**config.mk**
```make
export PLATFORM = sky130hd
export DESIGN_NAME = nasti_lite_writer_flat
export DESIGN_NICKNAME = d
export VERILOG_FILES = /design/src/rtl/nasti_lite_writer_if.sv /design/src/rtl/nasti_lite_writer.sv /design/src/flat_wrapper.sv
export SDC_FILE = /design/constraint.sdc
export NUM_CORES = 1
export LEC_CHECK = 0
export BUFFER_PORTS_ARGS = -buffer_cell sky130_fd_sc_hd__buf_2
export CORE_UTILIZATION = 45
export DETAILED_ROUTE_END_ITERATION = 10
export HOLD_SLACK_MARGIN = 0.15
export PLACE_DENSITY_LB_ADDON = 0.05
export SYNTH_ARGS = -nofsm -noshare
export SYNTH_HDL_FRONTEND = slang
export SYNTH_SLANG_ARGS = --single-unit
export TNS_END_PERCENT = 30
```
**constraint.sdc**
```tcl
create_clock -name clk -period 2.3 [get_ports clk]
set_input_delay 0.23 -clock clk [delete_from_list [all_inputs] [get_ports clk]]
set_output_delay 0.23 -clock clk [all_outputs]
set_load 0.01 [all_outputs]
```
**src/rtl/nasti_lite_writer_if.sv**
```systemverilog
// NASTI write port plus lite write port of the writer bridge.
// slave: bridge view; master: environment view.
interface nasti_lite_writer_if #(
  parameter int ID_WIDTH         = 1,
  parameter int ADDR_WIDTH       = 8,
  parameter int NASTI_DATA_WIDTH = 64,
  parameter int LITE_DATA_WIDTH  = 32,
  parameter int USER_WIDTH       = 1
);
  logic [ID_WIDTH-1:0]           nasti_aw_id;
  logic [ADDR_WIDTH-1:0]         nasti_aw_addr;
  logic [7:0]                    nasti_aw_len;
  logic [2:0]                    nasti_aw_size;
  logic [1:0]                    nasti_aw_burst;
  logic                          nasti_aw_lock;
  logic [3:0]                    nasti_aw_cache;
  logic [2:0]                    nasti_aw_prot;
  logic [3:0]                    nasti_aw_qos;
  logic [3:0]                    nasti_aw_region;
  logic [USER_WIDTH-1:0]         nasti_aw_user;
  logic                          nasti_aw_valid;
  logic                          nasti_aw_ready;
  logic [NASTI_DATA_WIDTH-1:0]   nasti_w_data;
  logic [NASTI_DATA_WIDTH/8-1:0] nasti_w_strb;
  logic                          nasti_w_last;
  logic [USER_WIDTH-1:0]         nasti_w_user;
  logic                          nasti_w_valid;
  logic                          nasti_w_ready;
  logic [ID_WIDTH-1:0]           nasti_b_id;
  logic [1:0]                    nasti_b_resp;
  logic [USER_WIDTH-1:0]         nasti_b_user;
  logic                          nasti_b_valid;
  logic                          nasti_b_ready;
  logic [ID_WIDTH-1:0]           lite_aw_id;
  logic [ADDR_WIDTH-1:0]         lite_aw_addr;
  logic [2:0]                    lite_aw_prot;
  logic [3:0]                    lite_aw_qos;
  logic [3:0]                    lite_aw_region;
  logic [USER_WIDTH-1:0]         lite_aw_user;
  logic                          lite_aw_valid;
  logic                          lite_aw_ready;
  logic [LITE_DATA_WIDTH-1:0]    lite_w_data;
  logic [LITE_DATA_WIDTH/8-1:0]  lite_w_strb;
  logic [USER_WIDTH-1:0]         lite_w_user;
  logic                          lite_w_valid;
  logic                          lite_w_ready;
  logic [ID_WIDTH-1:0]           lite_b_id;
  logic [1:0]                    lite_b_resp;
  logic [USER_WIDTH-1:0]         lite_b_user;
  logic                          lite_b_valid;
  logic                          lite_b_ready;

  modport slave (
    input  nasti_aw_id, nasti_aw_addr, nasti_aw_len, nasti_aw_size,
    input  nasti_aw_burst, nasti_aw_lock, nasti_aw_cache, nasti_aw_prot,
    input  nasti_aw_qos, nasti_aw_region, nasti_aw_user, nasti_aw_valid,
    output nasti_aw_ready,
    input  nasti_w_data, nasti_w_strb, nasti_w_last, nasti_w_user,
    input  nasti_w_valid,
    output nasti_w_ready,
    output nasti_b_id, nasti_b_resp, nasti_b_user, nasti_b_valid,
    input  nasti_b_ready,
    output lite_aw_id, lite_aw_addr, lite_aw_prot, lite_aw_qos,
    output lite_aw_region, lite_aw_user, lite_aw_valid,
    input  lite_aw_ready,
    output lite_w_data, lite_w_strb, lite_w_user, lite_w_valid,
    input  lite_w_ready,
    input  lite_b_id, lite_b_resp, lite_b_user, lite_b_valid,
    output lite_b_ready
  );

  modport master (
    output nasti_aw_id, nasti_aw_addr, nasti_aw_len, nasti_aw_size,
    output nasti_aw_burst, nasti_aw_lock, nasti_aw_cache, nasti_aw_prot,
    output nasti_aw_qos, nasti_aw_region, nasti_aw_user, nasti_aw_valid,
    input  nasti_aw_ready,
    output nasti_w_data, nasti_w_strb, nasti_w_last, nasti_w_user,
    output nasti_w_valid,
    input  nasti_w_ready,
    input  nasti_b_id, nasti_b_resp, nasti_b_user, nasti_b_valid,
    output nasti_b_ready,
    input  lite_aw_id, lite_aw_addr, lite_aw_prot, lite_aw_qos,
    input  lite_aw_region, lite_aw_user, lite_aw_valid,
    output lite_aw_ready,
    input  lite_w_data, lite_w_strb, lite_w_user, lite_w_valid,
    output lite_w_ready,
    output lite_b_id, lite_b_resp, lite_b_user, lite_b_valid,
    input  lite_b_ready
  );
endinterface

```
**src/rtl/nasti_lite_writer.sv**
```systemverilog
// NASTI write burst -> lite single-word writes, one merged B per burst.
// NASTI_LITE_WRITER_SKIP_EMPTY_EN: skip sub-words with all-zero strobes.
module nasti_lite_writer #(
  parameter int ID_WIDTH         = 1,
  parameter int ADDR_WIDTH       = 8,
  parameter int NASTI_DATA_WIDTH = 64,
  parameter int LITE_DATA_WIDTH  = 32,
  parameter int USER_WIDTH       = 1,
  parameter int MAX_OUTSTANDING  = 2
) (
  input logic                clk,
  input logic                rst,
  nasti_lite_writer_if.slave bus
);
  localparam int LB  = LITE_DATA_WIDTH / 8;
  localparam int LSB = $clog2(LB);
  localparam int NW  = NASTI_DATA_WIDTH / LITE_DATA_WIDTH;
  localparam int IW  = (NW > 1) ? $clog2(NW) : 1;
  localparam int SW  = $clog2(NW) + 1;
  localparam int OW  = $clog2(MAX_OUTSTANDING + 1);

  if (!(LITE_DATA_WIDTH == 32 || LITE_DATA_WIDTH == 64)) begin : g_bad_lite
    $fatal(1, "LITE_DATA_WIDTH must be 32 or 64");
  end
  if (NW < 1 || (NW & (NW - 1)) != 0) begin : g_bad_ratio
    $fatal(1, "NASTI_DATA_WIDTH must be a power-of-2 multiple of LITE_DATA_WIDTH");
  end

  typedef enum logic [2:0] {
    S_IDLE, S_BEAT, S_SPLIT, S_DRAIN, S_RESP
  } state_t;

  state_t                      state_q;
  logic [ID_WIDTH-1:0]         id_q;
  logic [ADDR_WIDTH-1:0]       addr_q;
  logic [7:0]                  cnt_q;
  logic [2:0]                  size_q;
  logic [2:0]                  prot_q;
  logic [3:0]                  qos_q;
  logic [3:0]                  region_q;
  logic [USER_WIDTH-1:0]       auser_q;
  logic [NASTI_DATA_WIDTH-1:0] data_q;
  logic [NW*LB-1:0]            strb_q;
  logic [USER_WIDTH-1:0]       wuser_q;
  logic                        last_q;
  logic [SW-1:0]               sub_q;
  logic                        act_q;
  logic                        aw_v_q;
  logic                        w_v_q;
  logic [OW-1:0]               out_q;
  logic [1:0]                  resp_q;
  logic [USER_WIDTH-1:0]       buser_q;
  logic                        b_v_q;
  logic                        aw_rdy_q;
  logic                        w_rdy_q;

  logic                        aw_hs, w_hs, b_hs;
  logic                        law_hs, lw_hs, lb_hs, lb_rdy;
  logic [OW-1:0]               out_d;
  logic [1:0]                  resp_d;
  logic [IW-1:0]               idx;
  logic [LITE_DATA_WIDTH-1:0]  sub_data;
  logic [LB-1:0]               sub_strb;
  logic                        sub_done, skip, can_issue, beat_end;
  logic [SW-1:0]               p_calc;
  logic                        unused_sig;

  assign aw_hs  = bus.nasti_aw_valid & aw_rdy_q;
  assign w_hs   = bus.nasti_w_valid & w_rdy_q;
  assign b_hs   = b_v_q & bus.nasti_b_ready;
  assign law_hs = aw_v_q & bus.lite_aw_ready;
  assign lw_hs  = w_v_q & bus.lite_w_ready;
  assign lb_rdy = (out_q != '0);
  assign lb_hs  = bus.lite_b_valid & lb_rdy;
  assign out_d  = out_q + OW'(law_hs) - OW'(lb_hs);

  if (NW > 1) begin : g_idx
    assign idx = addr_q[LSB +: IW];
  end else begin : g_idx1
    assign idx = '0;
  end

  assign sub_data = data_q[int'(idx)*LITE_DATA_WIDTH +: LITE_DATA_WIDTH];
  assign sub_strb = strb_q[int'(idx)*LB +: LB];
  assign sub_done = act_q & (~aw_v_q | law_hs) & (~w_v_q | lw_hs);
  assign can_issue = int'(out_d) < MAX_OUTSTANDING;
  assign p_calc = (size_q > 3'(LSB)) ? (SW'(1) << (size_q - 3'(LSB)))
                                     : SW'(1);

`ifdef NASTI_LITE_WRITER_SKIP_EMPTY_EN
  assign skip = (state_q == S_SPLIT) & ~act_q & (sub_strb == '0);
`else
  assign skip = 1'b0;
`endif

  assign beat_end = (state_q == S_SPLIT) & (sub_done | skip)
                  & (sub_q == SW'(1));

  // Merge lite responses; a w_last/len disagreement is at least SLVERR.
  always_comb begin
    resp_d = resp_q;
    if (lb_hs && bus.lite_b_resp > resp_d) resp_d = bus.lite_b_resp;
    if (beat_end && (last_q != (cnt_q == 8'd0)) && resp_d < 2'b10)
      resp_d = 2'b10;
  end

  // Burst FSM: accept AW, take beats, issue sub-words, drain, respond.
  always_ff @(posedge clk) begin
    if (rst) begin
      state_q  <= S_IDLE;
      id_q     <= '0;
      addr_q   <= '0;
      cnt_q    <= '0;
      size_q   <= '0;
      prot_q   <= '0;
      qos_q    <= '0;
      region_q <= '0;
      auser_q  <= '0;
      data_q   <= '0;
      strb_q   <= '0;
      wuser_q  <= '0;
      last_q   <= 1'b0;
      sub_q    <= '0;
      act_q    <= 1'b0;
      aw_v_q   <= 1'b0;
      w_v_q    <= 1'b0;
      out_q    <= '0;
      resp_q   <= 2'b00;
      buser_q  <= '0;
      b_v_q    <= 1'b0;
      aw_rdy_q <= 1'b1;
      w_rdy_q  <= 1'b0;
    end else begin
      out_q  <= out_d;
      resp_q <= resp_d;
      if (lb_hs) buser_q <= bus.lite_b_user;
      if (law_hs) aw_v_q <= 1'b0;
      if (lw_hs) w_v_q <= 1'b0;
      unique case (state_q)
        S_IDLE: if (aw_hs) begin
          id_q     <= bus.nasti_aw_id;
          addr_q   <= bus.nasti_aw_addr;
          cnt_q    <= bus.nasti_aw_len;
          size_q   <= bus.nasti_aw_size;
          prot_q   <= bus.nasti_aw_prot;
          qos_q    <= bus.nasti_aw_qos;
          region_q <= bus.nasti_aw_region;
          auser_q  <= bus.nasti_aw_user;
          resp_q   <= 2'b00;
          buser_q  <= '0;
          aw_rdy_q <= 1'b0;
          w_rdy_q  <= 1'b1;
          state_q  <= S_BEAT;
        end
        S_BEAT: if (w_hs) begin
          data_q  <= bus.nasti_w_data;
          strb_q  <= bus.nasti_w_strb;
          wuser_q <= bus.nasti_w_user;
          last_q  <= bus.nasti_w_last;
          sub_q   <= p_calc;
          w_rdy_q <= 1'b0;
          state_q <= S_SPLIT;
        end
        S_SPLIT: begin
          if (!act_q && !skip && can_issue) begin
            aw_v_q <= 1'b1;
            w_v_q  <= 1'b1;
            act_q  <= 1'b1;
          end
          if (sub_done || skip) begin
            act_q  <= 1'b0;
            addr_q <= addr_q + ADDR_WIDTH'(LB);
            sub_q  <= sub_q - SW'(1);
            if (beat_end) begin
              if (cnt_q == 8'd0) begin
                state_q <= S_DRAIN;
              end else begin
                cnt_q   <= cnt_q - 8'd1;
                w_rdy_q <= 1'b1;
                state_q <= S_BEAT;
              end
            end
          end
        end
        S_DRAIN: if (out_d == '0) begin
          b_v_q   <= 1'b1;
          state_q <= S_RESP;
        end
        S_RESP: if (b_hs) begin
          b_v_q    <= 1'b0;
          resp_q   <= 2'b00;
          aw_rdy_q <= 1'b1;
          state_q  <= S_IDLE;
        end
        default: state_q <= S_IDLE;
      endcase
    end
  end

  assign bus.nasti_aw_ready = aw_rdy_q;
  assign bus.nasti_w_ready  = w_rdy_q;
  assign bus.nasti_b_valid  = b_v_q;
  assign bus.nasti_b_id     = id_q;
  assign bus.nasti_b_resp   = resp_q;
  assign bus.nasti_b_user   = buser_q;
  assign bus.lite_aw_valid  = aw_v_q;
  assign bus.lite_aw_id     = id_q;
  assign bus.lite_aw_addr   = addr_q;
  assign bus.lite_aw_prot   = prot_q;
  assign bus.lite_aw_qos    = qos_q;
  assign bus.lite_aw_region = region_q;
  assign bus.lite_aw_user   = auser_q;
  assign bus.lite_w_valid   = w_v_q;
  assign bus.lite_w_data    = sub_data;
  assign bus.lite_w_strb    = sub_strb;
  assign bus.lite_w_user    = wuser_q;
  assign bus.lite_b_ready   = lb_rdy;

  assign unused_sig = ^{bus.nasti_aw_burst, bus.nasti_aw_lock,
                        bus.nasti_aw_cache, bus.lite_b_id};
endmodule

```
**src/flat_wrapper.sv**
```systemverilog
// flat-port wrapper written by rule: the top's interface ports become plain ports
module nasti_lite_writer_flat 
#(
  parameter int ID_WIDTH         = 1,
  parameter int ADDR_WIDTH       = 8,
  parameter int NASTI_DATA_WIDTH = 64,
  parameter int LITE_DATA_WIDTH  = 32,
  parameter int USER_WIDTH       = 1,
  parameter int MAX_OUTSTANDING  = 2
)
  (clk, rst, bus_nasti_aw_id, bus_nasti_aw_addr, bus_nasti_aw_len, bus_nasti_aw_size, bus_nasti_aw_burst, bus_nasti_aw_lock, bus_nasti_aw_cache, bus_nasti_aw_prot, bus_nasti_aw_qos, bus_nasti_aw_region, bus_nasti_aw_user, bus_nasti_aw_valid, bus_nasti_aw_ready, bus_nasti_w_data, bus_nasti_w_strb, bus_nasti_w_last, bus_nasti_w_user, bus_nasti_w_valid, bus_nasti_w_ready, bus_nasti_b_id, bus_nasti_b_resp, bus_nasti_b_user, bus_nasti_b_valid, bus_nasti_b_ready, bus_lite_aw_id, bus_lite_aw_addr, bus_lite_aw_prot, bus_lite_aw_qos, bus_lite_aw_region, bus_lite_aw_user, bus_lite_aw_valid, bus_lite_aw_ready, bus_lite_w_data, bus_lite_w_strb, bus_lite_w_user, bus_lite_w_valid, bus_lite_w_ready, bus_lite_b_id, bus_lite_b_resp, bus_lite_b_user, bus_lite_b_valid, bus_lite_b_ready);
  nasti_lite_writer_if #(.ID_WIDTH(ID_WIDTH), .ADDR_WIDTH(ADDR_WIDTH), .NASTI_DATA_WIDTH(NASTI_DATA_WIDTH), .LITE_DATA_WIDTH(LITE_DATA_WIDTH), .USER_WIDTH(USER_WIDTH)) bus_i ();
  input logic clk;
  input logic rst;
  input wire logic [$bits(bus_i.nasti_aw_id)-1:0] bus_nasti_aw_id;
  input wire logic [$bits(bus_i.nasti_aw_addr)-1:0] bus_nasti_aw_addr;
  input wire logic [$bits(bus_i.nasti_aw_len)-1:0] bus_nasti_aw_len;
  input wire logic [$bits(bus_i.nasti_aw_size)-1:0] bus_nasti_aw_size;
  input wire logic [$bits(bus_i.nasti_aw_burst)-1:0] bus_nasti_aw_burst;
  input wire logic [$bits(bus_i.nasti_aw_lock)-1:0] bus_nasti_aw_lock;
  input wire logic [$bits(bus_i.nasti_aw_cache)-1:0] bus_nasti_aw_cache;
  input wire logic [$bits(bus_i.nasti_aw_prot)-1:0] bus_nasti_aw_prot;
  input wire logic [$bits(bus_i.nasti_aw_qos)-1:0] bus_nasti_aw_qos;
  input wire logic [$bits(bus_i.nasti_aw_region)-1:0] bus_nasti_aw_region;
  input wire logic [$bits(bus_i.nasti_aw_user)-1:0] bus_nasti_aw_user;
  input wire logic [$bits(bus_i.nasti_aw_valid)-1:0] bus_nasti_aw_valid;
  output wire logic [$bits(bus_i.nasti_aw_ready)-1:0] bus_nasti_aw_ready;
  input wire logic [$bits(bus_i.nasti_w_data)-1:0] bus_nasti_w_data;
  input wire logic [$bits(bus_i.nasti_w_strb)-1:0] bus_nasti_w_strb;
  input wire logic [$bits(bus_i.nasti_w_last)-1:0] bus_nasti_w_last;
  input wire logic [$bits(bus_i.nasti_w_user)-1:0] bus_nasti_w_user;
  input wire logic [$bits(bus_i.nasti_w_valid)-1:0] bus_nasti_w_valid;
  output wire logic [$bits(bus_i.nasti_w_ready)-1:0] bus_nasti_w_ready;
  output wire logic [$bits(bus_i.nasti_b_id)-1:0] bus_nasti_b_id;
  output wire logic [$bits(bus_i.nasti_b_resp)-1:0] bus_nasti_b_resp;
  output wire logic [$bits(bus_i.nasti_b_user)-1:0] bus_nasti_b_user;
  output wire logic [$bits(bus_i.nasti_b_valid)-1:0] bus_nasti_b_valid;
  input wire logic [$bits(bus_i.nasti_b_ready)-1:0] bus_nasti_b_ready;
  output wire logic [$bits(bus_i.lite_aw_id)-1:0] bus_lite_aw_id;
  output wire logic [$bits(bus_i.lite_aw_addr)-1:0] bus_lite_aw_addr;
  output wire logic [$bits(bus_i.lite_aw_prot)-1:0] bus_lite_aw_prot;
  output wire logic [$bits(bus_i.lite_aw_qos)-1:0] bus_lite_aw_qos;
  output wire logic [$bits(bus_i.lite_aw_region)-1:0] bus_lite_aw_region;
  output wire logic [$bits(bus_i.lite_aw_user)-1:0] bus_lite_aw_user;
  output wire logic [$bits(bus_i.lite_aw_valid)-1:0] bus_lite_aw_valid;
  input wire logic [$bits(bus_i.lite_aw_ready)-1:0] bus_lite_aw_ready;
  output wire logic [$bits(bus_i.lite_w_data)-1:0] bus_lite_w_data;
  output wire logic [$bits(bus_i.lite_w_strb)-1:0] bus_lite_w_strb;
  output wire logic [$bits(bus_i.lite_w_user)-1:0] bus_lite_w_user;
  output wire logic [$bits(bus_i.lite_w_valid)-1:0] bus_lite_w_valid;
  input wire logic [$bits(bus_i.lite_w_ready)-1:0] bus_lite_w_ready;
  input wire logic [$bits(bus_i.lite_b_id)-1:0] bus_lite_b_id;
  input wire logic [$bits(bus_i.lite_b_resp)-1:0] bus_lite_b_resp;
  input wire logic [$bits(bus_i.lite_b_user)-1:0] bus_lite_b_user;
  input wire logic [$bits(bus_i.lite_b_valid)-1:0] bus_lite_b_valid;
  output wire logic [$bits(bus_i.lite_b_ready)-1:0] bus_lite_b_ready;
  assign bus_i.nasti_aw_id = bus_nasti_aw_id;
  assign bus_i.nasti_aw_addr = bus_nasti_aw_addr;
  assign bus_i.nasti_aw_len = bus_nasti_aw_len;
  assign bus_i.nasti_aw_size = bus_nasti_aw_size;
  assign bus_i.nasti_aw_burst = bus_nasti_aw_burst;
  assign bus_i.nasti_aw_lock = bus_nasti_aw_lock;
  assign bus_i.nasti_aw_cache = bus_nasti_aw_cache;
  assign bus_i.nasti_aw_prot = bus_nasti_aw_prot;
  assign bus_i.nasti_aw_qos = bus_nasti_aw_qos;
  assign bus_i.nasti_aw_region = bus_nasti_aw_region;
  assign bus_i.nasti_aw_user = bus_nasti_aw_user;
  assign bus_i.nasti_aw_valid = bus_nasti_aw_valid;
  assign bus_nasti_aw_ready = bus_i.nasti_aw_ready;
  assign bus_i.nasti_w_data = bus_nasti_w_data;
  assign bus_i.nasti_w_strb = bus_nasti_w_strb;
  assign bus_i.nasti_w_last = bus_nasti_w_last;
  assign bus_i.nasti_w_user = bus_nasti_w_user;
  assign bus_i.nasti_w_valid = bus_nasti_w_valid;
  assign bus_nasti_w_ready = bus_i.nasti_w_ready;
  assign bus_nasti_b_id = bus_i.nasti_b_id;
  assign bus_nasti_b_resp = bus_i.nasti_b_resp;
  assign bus_nasti_b_user = bus_i.nasti_b_user;
  assign bus_nasti_b_valid = bus_i.nasti_b_valid;
  assign bus_i.nasti_b_ready = bus_nasti_b_ready;
  assign bus_lite_aw_id = bus_i.lite_aw_id;
  assign bus_lite_aw_addr = bus_i.lite_aw_addr;
  assign bus_lite_aw_prot = bus_i.lite_aw_prot;
  assign bus_lite_aw_qos = bus_i.lite_aw_qos;
  assign bus_lite_aw_region = bus_i.lite_aw_region;
  assign bus_lite_aw_user = bus_i.lite_aw_user;
  assign bus_lite_aw_valid = bus_i.lite_aw_valid;
  assign bus_i.lite_aw_ready = bus_lite_aw_ready;
  assign bus_lite_w_data = bus_i.lite_w_data;
  assign bus_lite_w_strb = bus_i.lite_w_strb;
  assign bus_lite_w_user = bus_i.lite_w_user;
  assign bus_lite_w_valid = bus_i.lite_w_valid;
  assign bus_i.lite_w_ready = bus_lite_w_ready;
  assign bus_i.lite_b_id = bus_lite_b_id;
  assign bus_i.lite_b_resp = bus_lite_b_resp;
  assign bus_i.lite_b_user = bus_lite_b_user;
  assign bus_i.lite_b_valid = bus_lite_b_valid;
  assign bus_lite_b_ready = bus_i.lite_b_ready;
  nasti_lite_writer #(.ID_WIDTH(ID_WIDTH), .ADDR_WIDTH(ADDR_WIDTH), .NASTI_DATA_WIDTH(NASTI_DATA_WIDTH), .LITE_DATA_WIDTH(LITE_DATA_WIDTH), .USER_WIDTH(USER_WIDTH), .MAX_OUTSTANDING(MAX_OUTSTANDING)) u_core (.clk(clk), .rst(rst), .bus(bus_i));
endmodule
```
* Yosys cells after proc, flatten, opt, wreduce, memory -nomap -nowiden
Cells that the tools add are included.
** Operators by class
- $add $sub $neg :: 6
- $mul :: 0
- Div/mod/pow operators :: 0
- Order comparisons :: 4
- Equal/unequal tests :: 13
- Shifts and indexed selects :: 3
- Multiplexer cells :: 48
- Bitwise gates (word level) :: 14
- Reductions and logical operators :: 25
** Operators by type and width (number)
- $shiftx A64 B7 Y32 :: 1
- $mux W8 :: 6
- $pmux W8 S2 :: 2
- $mux W1 :: 20
- $mux W3 :: 6
- $mux W2 :: 8
- $pmux W3 S5 :: 1
- $ne A2 B1 Y1 const B :: 6
- $reduce_and A3 Y1 :: 4
- $reduce_and A6 Y1 :: 2
- $reduce_bool A2 Y1 :: 6
- $and A1 B1 Y1 :: 10
- $add A8 B3 Y8 const B :: 1
- $logic_not A8 Y1 :: 1
- $pmux W2 S2 :: 2
- $shiftx A8 B4 Y4 :: 1
- $sub A8 B1 Y8 const B :: 1
- $eq A3 B2 Y1 const B :: 2
- $reduce_and A2 Y1 :: 3
- $reduce_and A5 Y1 :: 1
- $logic_and A1 B1 Y1 :: 4
- $lt A2 B2 Y1 const B :: 2
- $pmux W1 S2 :: 2
- $eq A3 B1 Y1 const B :: 1
- other kinds (18) :: 20
** Storage, ports and cells
- Register bits after elaboration :: 122
- Latch bits :: 0
- Bits in writable memories :: 0
- Bits in read-only memories :: 0
- Bits of input ports :: 125
- Output and inout port bits :: 68
- Memories :: 0

* Longest topological paths before layout
- Word-level depth :: 11
- Gate-level depth with buffers :: 11

* Worst setup path after synthesis
Ideal clock, no wire load.
- Kind :: register to register
- Start point :: reg u_core.out_q[0]
- End point :: reg u_core.state_q[0]
- Library setup time :: 0.123 ns
- Data arrival time :: 2.349 ns
- Required time :: 2.177 ns
- Path slack :: -0.173 ns
- Stages on the path, launching flop included :: 12
- Path buffers :: 0
- Cells stage by stage :: dfxtp_1 -> or2_2 -> nand2_1 -> inv_1 -> ha_1 -> inv_1 -> ha_1 -> xor2_1 -> xnor2_1 -> and3b_1 -> o32ai_1 -> mux2_1
** Between the ends
- Longest elaborated chain between the ends :: 6
** Ends and longest elaborated chain
- start: declaration :: RTL line nasti_lite_writer.sv:50 : logic [OW-1:0] out_q;
- start signal: assignment :: RTL line nasti_lite_writer.sv:134 : out_q <= out_d;
- $reduce_bool A2 Y1 :: RTL line nasti_lite_writer.sv:73 : assign lb_rdy = (out_q != '0);
- via bus_lite_b_ready :: RTL line flat_wrapper.sv:56 : output wire logic [$bits(bus_i.lite_b_ready)-1:0] bus_lite_b_ready;
- $and A1 B1 Y1 :: RTL line nasti_lite_writer.sv:74 : assign lb_hs = bus.lite_b_valid & lb_rdy;
- $sub A2 B1 Y2 :: RTL line nasti_lite_writer.sv:75 : assign out_d = out_q + OW'(law_hs) - OW'(lb_hs);
- $logic_not A2 Y1 :: RTL line nasti_lite_writer.sv:185 : S_DRAIN: if (out_d == '0) begin
- $ne A2 B1 Y1 (no source line)
- $reduce_and A6 Y1 (no source line)
- end signal: assignment :: RTL line nasti_lite_writer.sv:187 : state_q <= S_RESP;
- end signal: assignment :: RTL line nasti_lite_writer.sv:193 : state_q <= S_IDLE;
- end signal: assignment :: RTL line nasti_lite_writer.sv:195 : default: state_q <= S_IDLE;
- end: declaration :: RTL line nasti_lite_writer.sv:33 : state_t state_q;
The timed path passes the listed nets, and every way through them passes these cells.
A chain may end at the register's enable or synchronous reset.

* Worst setup path in the final report
- Start point :: reg u_core.out_q[0]
- End point :: reg u_core.state_q[0]
** Between the ends
- Longest elaborated chain between the ends :: 6
** Ends and longest elaborated chain (RTL line)
- branches (longest 2 deep; another with $add A2 B1 Y2)
- $sub A2 B1 Y2 * :: nasti_lite_writer.sv:75
- $logic_not A2 Y1 * :: nasti_lite_writer.sv:185
- $ne A2 B1 Y1 (no source line) *
- $reduce_and A6 Y1 (no source line) *
Every way passes the cells marked *.

==> metrics.log <==
[metrics] result of the run: finished with violations
[metrics] violated checks: DRC, setup timing
[metrics] post-route cell area: 8150 sq um
[metrics] ANT nets after route: 0
[metrics] simple logic cell fraction of the synthesized area: 0.226
[metrics] Slew Limit Headroom: 0.614
[metrics] die width: 111 um
[metrics] Tightest Hold Check Type: in -> reg
[metrics] DRC Markers: 14
[metrics] GP Congestion: 0.866
[metrics] count of pins on the block boundary: 193
[metrics] CP startpoint kind: flop
[metrics] power density normalized to cell area: 836 nW/um^2
[metrics] Synth area leaders: dfxtp_1 45%, nand2_1 14%, a21oi_1 10%
[metrics] drt first-iter violations: 447
[metrics] worst endpoint data arrival time: 2640 ps
[metrics] Worst Path Max Fanout: 2
[metrics] async set-or-reset flop fraction in the synthesized netlist: 0
[metrics] count of mapped cells out of synthesis: 668
[metrics] Clock H-tree levels: 4
[metrics] setup repair after global routing missed its margin: true
[metrics] post-synthesis register bit count: 122
[metrics] DP Area: 6480 sq um
[metrics] clock tree from TritonCTS: yes
[metrics] routed len/inst: 14.5 um
[metrics] Compound-Gate Fraction of Synth Area: 0.165
[metrics] reg2reg setup slack: -40 ps
[metrics] max cap viols: 0
[metrics] nets@finish: 1081
[metrics] synthesis warning total: 0
[metrics] wire length of the first global-routing pass: 26300 um
[metrics] Die Y-Extent: 111 um
[metrics] maximum single-stage delay on the critical path: 340 ps
[metrics] number of antenna violations at the first check in global routing: 1
[metrics] number of buffers created by CTS: 17
[metrics] remaining global-route overflow: 0
[metrics] category of the worst setup path capture point: flop
[metrics] number of distinct library cells after synthesis: 57
[metrics] largest net degree at the start of global routing: 61
[metrics] worst clock skew: 7.77 ps
[metrics] Avg Cell Area, Syn: 8.04 sq um
[metrics] synth-to-layout area growth: 51.7%
[metrics] area share of the largest cell type after synthesis: 0.455
[metrics] largest vdd supply drop: 0.487 mV
[metrics] number of clock sinks seen by CTS: 122
[metrics] via count: 5653
[metrics] buffer type at the clock tree root: clkbuf_16
[metrics] measured slew at the worst slew-check pin: 578 ps
[metrics] synthesized-area fraction occupied by adder cells: 0.0186
[metrics] CP cell instances: or2_4 -> nand2_4 -> inv_4 -> ha_4 -> inv_2 -> ha_4 -> xor2_2 -> xnor2_1 -> and3b_2 -> o32ai_2 -> mux2_1
[metrics] die area: 12400 sq um
[metrics] Max clock buf depth: 2
[metrics] number of instances in the placed design: 967
[metrics] area share of xor/xnor cells in the synthesized design: 0.00489
[metrics] average vias per placed instance: 5.13
[metrics] total of fill cells in the finished design: 942
[metrics] crit path setup slack, layout: -44.4 ps
[metrics] WL final: 16000 um
[metrics] capturing point of the worst reg2reg path: u_core.state_q[0]
[metrics] launching instance or port of the critical path: u_core.out_q[0]
[metrics] Setup CP Type: reg -> reg
[metrics] clock-pin slew of the registers on the worst-case setup and hold paths: 50 ps
[metrics] capturing element of the worst setup path: u_core.state_q[0]
[metrics] floorplan row count: 39
[metrics] EDFF count, synth: 0
[metrics] launch instance of the worst register-to-register path: u_core.out_q[0]
[metrics] post-route insts no fill: 1103
[metrics] Syn Nets: 801
[metrics] length in cells of the worst reg-to-reg path: 11
[metrics] Final period util: 1.02
[metrics] Hold Vio Cnt, Final: 0
[metrics] share of synthesized area spent on multiplexers: 0.0850
[metrics] effective utilization at floorplan: 0.467
[metrics] final count of pins violating max slew: 0
[metrics] largest area contributor in the synthesized netlist: dfxtp_1
[metrics] leakage power: 3.45 nW
[metrics] top post-synthesis cells by count: 205 x nand2_1, 122 x dfxtp_1, 112 x a21oi_1
[metrics] Worst Path Required: 2590 ps
[metrics] GRT Resource Usage Total: 0.264
[metrics] maximum clock frequency: 427 MHz
[metrics] number of I/O port buffers: 184
[metrics] share of post-route cells with drive strength above 1: 0.300
[metrics] most used standard cell by instance count after synthesis: nand2_1
[metrics] CP dominant cell by count: ha_4
[metrics] Seq/Total Area, Yosys: 0.455
[metrics] min cycle time layout: 2340 ps
[metrics] post-DP HPWL: 9500 um
[metrics] insertion delay to the later sink of the worst-skew pair: 410 ps
[metrics] first drt pass iteration count: 8
[metrics] main combinational cell family by area after synthesis: simple AND/OR/NAND/NOR gates
[metrics] most used flip-flop cell after synthesis: dfxtp_1
[metrics] number of global-route vias before repair: 5627
[metrics] Syn Std Cell Area: 5370 sq um
[metrics] final setup violation count: 1
[metrics] cell with the largest stage delay on the worst path: mux2_1
[metrics] floorplan core area: 11500 sq um
[repair_timing]
item,CTS,global route
resized for setup,0,12
gates cloned,0,0
hold buffers,104,0
hold endpoints to repair,104,0
buffers inserted,0,1
pin swaps,0,9
setup endpoints to repair,1,5
[worst min path at each step]
stage                                    start                         end  slack (ps)  depth (start not counted)
after global routing      bus_nasti_aw_addr[5]  u_core.bus.lite_aw_addr[5]         180                          4
after CTS                   bus_lite_b_resp[1]  u_core.bus.nasti_b_resp[1]         150                          3
final                       bus_lite_b_resp[1]  u_core.bus.nasti_b_resp[1]         170                          3
after global placement       u_core.data_q[59]           u_core.data_q[59]         440                          2
after detailed placement     u_core.data_q[61]           u_core.data_q[61]         440                          2
after floorplan            bus_nasti_w_data[0]            u_core.data_q[0]         370                          2
[power breakdown]
part	switching (mW)	leakage (nW)	internal (mW)
sequential	0.180	0.990	2.33
clock	0.913	0.271	1.66
combinational	0.887	2.19	0.846
total	1.98	3.45	4.83
[cell type report]
type | instances | area [sq um] | share of cell area
multi-input cells | 485 | 2760 | 0.339
flip-flops and latches | 122 | 2450 | 0.300
repair buffers | 307 | 2130 | 0.262
clock buffers | 23 | 478 | 0.0586
well taps | 143 | 179 | 0.0220
clock inverters | 7 | 92.6 | 0.0114
inverters | 15 | 58.8 | 0.00722
diodes | 1 | 2.50 | 0.000307
[worst max-delay path, delay by kind of cell, from the launching register on]
kind,cells,cell delay [ps]
muxes,1,340
adders and majority gates,2,400
xor gates and xnor gates,2,290
DFF,1,310
buffers and inverters,2,80
AOI/OAI and AO/OA,1,260
and+or+nand+nor,3,550
[cell usage in the layout, fill, tap and decap left out, drive strengths merged, types with 5 or more instances in the layout]
master         n
nor3          10
a21oi        113
nor4           5
inv           15
nand3          8
dlygate4sd3  104
dfxtp        122
buf          203
clkbuf        23
o311ai         6
nor2          22
ha             8
nand2        205
o21ai          5
mux2          37
o31ai          7
[kinds of logic after synthesis]
| kind of cell | after synthesis |
|---|---|
| simple gates | 279 |
| mux | 41 |
| buf+inv | 61 |
| compound gates | 154 |
| xor+xnor | 3 |
| flops | 122 |
| fa+ha+maj | 8 |
[flip-flops by register name (all words and copies together), names as in the netlist]
name and count:
u_core.cnt_q 8, u_core.strb_q 8, u_core.bus.lite_aw_valid 1, u_core.sub_q 2, u_core.last_q 1, u_core.act_q 1, u_core.bus.nasti_b_resp 2, u_core.state_q 3
u_core.bus.lite_aw_id 1, u_core.bus.lite_w_user 1, u_core.bus.nasti_b_user 1, u_core.data_q 64, u_core.bus.nasti_b_valid 1, u_core.bus.nasti_aw_ready 1, u_core.bus.lite_w_valid 1, u_core.out_q 2
u_core.bus.nasti_w_ready 1, u_core.size_q 3, u_core.bus.lite_aw_qos 4, u_core.bus.lite_aw_user 1, u_core.bus.lite_aw_prot 3, u_core.bus.lite_aw_addr 8, u_core.bus.lite_aw_region 4
[per-stage QoR]
step	setup WS, ps	TNS (ps)	util	power (mW)	hold WS, ps
after detailed placement	-15.7	-15.7	0.562	4.02	443
final	-44.4	-44.4	0.708	6.81	165
after global placement	23.5	0	0.562	3.98	438
after global routing	-125	-125	0.708	7.12	184
after CTS	-22.7	-22.7	0.702	6.74	151
after floorplan	1.35	0	-	3.49	366
[metal layers]
metal  up-vias  global-route usage  share of wire
met2       188               0.461           0.50
met4         0               0.105          0.022
met3        33              0.0771          0.063
li1       2827                   -              -
met5         -                   0              0
met1      2605               0.301           0.41
(Power assumes the default switching activity.)
